==> src/rtl/seq_detect_param.sv <==
// -----------------------------------------------------------------------------
// seq_detect_param
//   Parametrised serial bit-pattern detector. One bit is shifted in per enabled
//   clock. A match is declared when the most recent PAT_LEN bits equal the
//   run-time-loadable pattern register. A registered one-cycle pulse is raised
//   for each match, and a saturating counter tracks how many matches occurred.
//
// Parameters
//   PAT_LEN  pattern length in bits (2..32)
//   PATTERN  reset value of the pattern register, MSB = first bit received
//   OVERLAP  1: matches may share bits, 0: history is dropped after a match
//   CNT_W    width of the match counter
//
// Ports
//   clk        in   rising-edge clock
//   reset      in   asynchronous, active-high reset
//   en         in   sample enable; inp_1 is consumed only when en=1
//   inp_1      in   serial data bit
//   pat_load   in   load pat_in into the pattern register (wins over en)
//   pat_in     in   new pattern, MSB = first bit
//   cnt_clr    in   synchronous clear of match_cnt and cnt_sat
//   out        out  registered match pulse, one cycle per match
//   match_cnt  out  saturating number of matches since reset/clear
//   cnt_sat    out  sticky flag: match_cnt reached all-ones on a match
// -----------------------------------------------------------------------------
module seq_detect_param #(
  parameter int                 PAT_LEN = 4,
  parameter logic [PAT_LEN-1:0] PATTERN = 4'b1001,
  parameter bit                 OVERLAP = 1'b1,
  parameter int                 CNT_W   = 8
) (
  input  logic               clk,
  input  logic               reset,
  input  logic               en,
  input  logic               inp_1,
  input  logic               pat_load,
  input  logic [PAT_LEN-1:0] pat_in,
  input  logic               cnt_clr,
  output logic               out,
  output logic [CNT_W-1:0]   match_cnt,
  output logic               cnt_sat
);

  localparam int                FILL_W    = $clog2(PAT_LEN + 1);
  localparam logic [FILL_W-1:0] FILL_FULL = FILL_W'(PAT_LEN);
  localparam logic [CNT_W-1:0]  CNT_MAX   = '1;

  logic [PAT_LEN-1:0] shreg_q, shreg_d;
  logic [FILL_W-1:0]  fill_q, fill_d;
  logic [PAT_LEN-1:0] pat_q, pat_d;
  logic               out_q, out_d;
  logic [CNT_W-1:0]   cnt_q, cnt_d;
  logic               sat_q, sat_d;

  logic [PAT_LEN-1:0] shreg_shift;
  logic [FILL_W-1:0]  fill_inc;
  logic               match;
  logic [CNT_W-1:0]   cnt_base;
  logic               sat_base;

  // Detection path: shift, fill tracking, compare.
  always_comb begin
    shreg_d     = shreg_q;
    fill_d      = fill_q;
    pat_d       = pat_q;
    out_d       = 1'b0;
    match       = 1'b0;
    shreg_shift = {shreg_q[PAT_LEN-2:0], inp_1};
    // fill counts valid history bits so zero-filled history never matches
    fill_inc    = (fill_q == FILL_FULL) ? fill_q : fill_q + FILL_W'(1);

    if (pat_load) begin
      // a reload discards any partial match built against the old pattern
      pat_d   = pat_in;
      shreg_d = '0;
      fill_d  = '0;
    end else if (en) begin
      match   = (fill_inc == FILL_FULL) && (shreg_shift == pat_q);
      out_d   = match;
      shreg_d = shreg_shift;
      // non-overlapping mode restarts collection after a hit
      fill_d  = (match && !OVERLAP) ? '0 : fill_inc;
    end
  end

  // Counter path: clear first, then count a coincident match.
  always_comb begin
    cnt_base = cnt_clr ? '0   : cnt_q;
    sat_base = cnt_clr ? 1'b0 : sat_q;
    cnt_d    = cnt_base;
    sat_d    = sat_base;
    if (match) begin
      if (cnt_base != CNT_MAX) begin
        cnt_d = cnt_base + CNT_W'(1);
      end
      // covers both "just became" and "already was" all-ones
      if (cnt_d == CNT_MAX) begin
        sat_d = 1'b1;
      end
    end
  end

  always_ff @(posedge clk or posedge reset) begin
    if (reset) begin
      shreg_q <= '0;
      fill_q  <= '0;
      pat_q   <= PATTERN;
      out_q   <= 1'b0;
      cnt_q   <= '0;
      sat_q   <= 1'b0;
    end else begin
      shreg_q <= shreg_d;
      fill_q  <= fill_d;
      pat_q   <= pat_d;
      out_q   <= out_d;
      cnt_q   <= cnt_d;
      sat_q   <= sat_d;
    end
  end

  assign out       = out_q;
  assign match_cnt = cnt_q;
  assign cnt_sat   = sat_q;

endmodule

==> config.mk <==
export PLATFORM = sky130hd
export DESIGN_NAME = seq_detect_param
export DESIGN_NICKNAME = d
export VERILOG_FILES = /design/src/rtl/seq_detect_param.sv
export SDC_FILE = /design/constraint.sdc
export NUM_CORES = 1
export LEC_CHECK = 0
export CAP_MARGIN = 20
export CORE_MARGIN = 2
export CORE_UTILIZATION = 50
export CTS_CLUSTER_DIAMETER = 150
export DETAILED_ROUTE_END_ITERATION = 10
export PLACE_DENSITY = 0.77
export SKIP_CTS_REPAIR_TIMING = 1
export SLEW_MARGIN = 20
export SYNTH_ARGS = -nofsm -noshare
export SYNTH_HDL_FRONTEND = slang
export SYNTH_SLANG_ARGS = --single-unit
==> constraint.sdc <==
create_clock -name clk -period 2.21 [get_ports clk]
set_input_delay 0.5525 -clock clk [delete_from_list [all_inputs] [get_ports clk]]
set_output_delay 0.5525 -clock clk [all_outputs]
set_load 0.05 [all_outputs]
### Word-level counts from Yosys, hierarchy flattened

Cells that the tools add are included.

| word-level totals | value |
|---|---|
| logic and storage cells | 29 |
| register bits after elaboration | 20 |
| input port bits | 10 |
| output and inout port bits | 10 |

| operators by class | value |
|---|---|
| mux-type cells | 14 |
| reduce and logical (&&, ||, !) cells | 2 |
| eq/ne operators | 5 |
| $add $sub $neg | 2 |

Operators with widths:

| operator | count |
|---|---|
| 8-bit two-way mux | 4 |
| 3-bit two-way mux | 5 |
| 8-bit by 1-bit adder with 8-bit output, second input constant | 1 |
| 8-bit == test, second input constant | 1 |
| 8-bit inequality test, second input constant | 1 |
| 3-bit == test, second input constant | 2 |
| 1-bit two-way mux | 5 |
| 4-bit == test | 1 |
| 3-bit by 1-bit adder with 3-bit output, second input constant | 1 |
| 2-bit nonzero test | 1 |
| 1-bit logical AND | 1 |

### Depth between registers and ports, before layout

| depth | value |
|---|---|
| word-level depth | 10 |
| gate-level depth with buffers | 8 |
| gate-level depth less buffers | 7 |

### Worst setup path after synthesis

OpenSTA, ideal clock, no wires.

| path | value |
|---|---|
| path kind | register to register |
| start | register cnt_q[4] (netlist: match_cnt[4]) |
| end | register cnt_q[1] (netlist: match_cnt[1]) |
| stages on the path, launching flop included | 6 |
| path slack | 0.409 ns |
| period minus slack after synthesis | 1.801 ns |
| setup time | 0.087 ns |
| path buffers | 0 |
| arrival | 1.714 ns |
| cells stage by stage | dfrtp_1 -> and2_4 -> or3b_4 -> nor2_8 -> a21oi_1 -> a211oi_2 |

| on the way | value |
|---|---|
| word-level cells in the longest chain between the ends | 5 |

RTL lines:

| item | RTL line | RTL |
|---|---|---|
| start, declared | 52 | `logic [CNT_W-1:0] cnt_q, cnt_d;` |
| start signal, assigned | 116 | `cnt_q <= cnt_d;` |
| 8-bit two-way mux | 88 | `cnt_base = cnt_clr ? '0 : cnt_q;` |
| 8-bit inequality test | 93 | `if (cnt_base != CNT_MAX) begin` |
| 8-bit two-way mux | 93 |  |
| 8-bit two-way mux (2 in series) | 92 | `if (match) begin` |
| net cnt_d[1] | 52 |  |

The timed path passes the listed nets, and every way through them passes these cells. The select of a mux whose other input is x is not followed.
A chain may end at the register's enable or synchronous reset.

### Worst setup path in the final report

| path | value |
|---|---|
| start | register cnt_q[0] (netlist: match_cnt[0]) |
| end | output match_cnt[0] |

RTL lines:

| item | RTL line | RTL |
|---|---|---|
| end, declared | 40 | `output logic [CNT_W-1:0] match_cnt,` |

No word-level cell between the ends.

==> out/qor.yml <==
drive_gt1_frac: 0.2083
ff_latch_area_um2: 503.0
hold_depth: 2
rsz0062_at_grt: "no"
period_minus_slack_ps: 2121
num-fill-cells: 160
finish.instance_area_um2: 1334
drc: 0
htreeDepth: 1
async_reset_ff_frac: 1.000
area_delta_synth_final_pct: 25.12
crit_family: "buffers and inverters"
wirelength_mm: 1.802
grt_util_all_layers: 0.1628
die_w_um: 50.18
hold_viol_final: 0
worstSetupPathType: "reg -> out"
r2r_slack_ps: 380
cp_cell_sequence: "clkdlybuf4s50_1"
setup_viol: 0
hold_class: "reg -> reg"
dpl_cell_area_um2: 1297
start_util: 0.5379
worstPathRequired_ps: 1660
worst_ep_arrival_time_ps: 1570
crit_buf_inv: 1
synth_top_area_frac: 0.4225
cts_tree: "yes"
cp.depth: 1
antennaDiodeCount: 0
setup-tns-final_ps: 0
max_cap_violations: 0
clock_latency_ps: 290
report.final.slew_viol_count: 0
grt_max_degree: 21
worstMarginPinSlew_ps: 496.7
worstPathMaxFanout: 6
core_um2: 1982
ff2ff_path_depth: 8
synth_most_common_cell: "dfrtp_1"
dp_hpwl_mm: 1.308
vias: 780
slowest_stage: "clkdlybuf4s50_1"
synth_top_area_cell: "dfrtp_1"
power_density_nw_per_um2: 512.5
postSynthAreaPerCell_um2: 10.99
synth_common_cells: "dfrtp_1 (18), nor2_1 (10), nand2_1 (7)"
rows: 16
multi_input_area_um2: 490.5
place_ws_ps: 96.16
min_from: "cnt_sat"
synthCells: 97
post_drt_wl_per_cell_um: 12.26
grt_pass1_vias: 750
cp-startpoint: "match_cnt[0]"
fin_cells: 147
cts_sinks: 20
r2r_start: "fill_q[0]"
dieArea_um2: 2518
clock_path_buffers: 2
cp-start-kind: "flip-flop"
antenna_left: 0
clk_pin_slew_worst_paths_ps: 110
die_h_um: 50.18
grt_antenna_before_repair: 0
synth-edff-count: 0
ys.flop_type: "dfrtp_1"
status: "complete, no violations"
avgViaCountPerCell: 5.306
synth.area.top_cells: "dfrtp_1 (42%), dfstp_2 (4.9%), mux2i_1 (4.7%), mux2_2 (4.2%), xnor2_1 (4.1%)"
dp_cells: 143
leakagePower_nw: 0.6040
yosys_warnings: 0
gp_congestion: 0.8233
ir_drop_v: 0.0003982
fmax_ghz: 0.4714
numCtsBuffers: 3
io_buffer_count: 19
post-route-util: 0.6730
final.setup.worst_slack_ps: 88.83
fin_skew_ps: 1.560
root_buffer: "clkbuf_4"
fin_crit_sh: 0.9598
grt_overflow: 0
syn_area_um2: 1066
slew_headroom: 0.6678
ys_seq_area_frac: 0.4718
grt_first_pass_wirelength_mm: 3.194
end_kind: "primary output"
nNetsFinal: 133
drt_pass1_iterations: 4
first_iter_violations: 12
ys_seq_elements: 20
num_io_pins: 20
synth_nets: 109
critPathMaxStageDelay_ps: 840
ys_types: 37
==> flip-flops by register name (all words and copies together) (netlist names) <==
| name | flops |
|---|---|
| match_cnt | 8 |
| pat_q | 4 |
| fill_q | 3 |
| shreg_q | 3 |
| cnt_sat | 1 |
| out | 1 |
==> area by class of cell <==
| cell class | count | area share |
|---|---|---|
| flip-flops and latches | 20 | 0.3771 |
| clock buffers | 4 | 0.02720 |
| inverters | 8 | 0.02251 |
| well taps | 27 | 0.02533 |
| multi-input cells | 64 | 0.3677 |
| repair buffers | 24 | 0.1801 |
==> cells by family after synthesis <==
logic type | share of synthesized area
AO/OA/AOI/OAI | 0.1467
flip-flops | 0.4718
multiplexers | 0.08920
buffers and inverters | 0.06807
XOR/XNOR | 0.04108
adder cells (fa/ha/maj) | 0.02347
AND/OR/NAND/NOR | 0.1596
==> metal layers <==
metal	global-route usage	wire, µm	vias to the layer above
met1	0.2381	885	375
met5	0	0	-
met2	0.2522	852	15
li1	-	-	388
met3	0.02679	57	2
met4	0.04167	7	0
==> power breakdown <==
group | internal, W | switching, W
Combinational | 0.0000474 | 0.0000381
Sequential | 0.000382 | 0.0000112
Clock | 0.000100 | 0.000105
Total | 0.000529 | 0.000154
==> layout by cell type, fill, tap and decap left out, types with 4 or more instances in the layout <==
| cell | Yosys | routed |
|---|---|---|
| a21oi_1 | 5 | 5 |
| xnor2_1 | 5 | 5 |
| dfrtp_1 | 18 | 18 |
| inv_1 | 6 | 6 |
| buf_4 | 1 | 4 |
| mux2i_1 | 5 | 5 |
| nand2_1 | 7 | 7 |
| nor2_1 | 10 | 10 |
| clkdlybuf4s50_1 | 0 | 19 |
| mux2_2 | 4 | 4 |
==> final timing paths <==
path,to
setup / recovery,match_cnt[0]
hold reg to reg,cnt_sat
setup reg to reg,match_cnt[3]
min in group asynchronous,fill_q[2]
max in group asynchronous,pat_q[3]
hold / removal,cnt_sat
==> stage by stage <==
| stage | total power, W | hold slack, ps |
|---|---|---|
| finish | 0.0006835 | 520.4 |
| global route | 0.0007180 | 550.6 |
| CTS | 0.0006935 | 530.0 |
| detailed placement | 0.0004867 | 494.3 |
| global placement | 0.0004831 | 499.5 |
| floorplan | 0.0004563 | 502.0 |
==> worst min-delay path, cell delays in order, from the launching register on <==
cell and delay [ps]:
dfrtp_1 360, a41oi_1 40, nor2_1 80
Power figures use the tool's default switching activity.
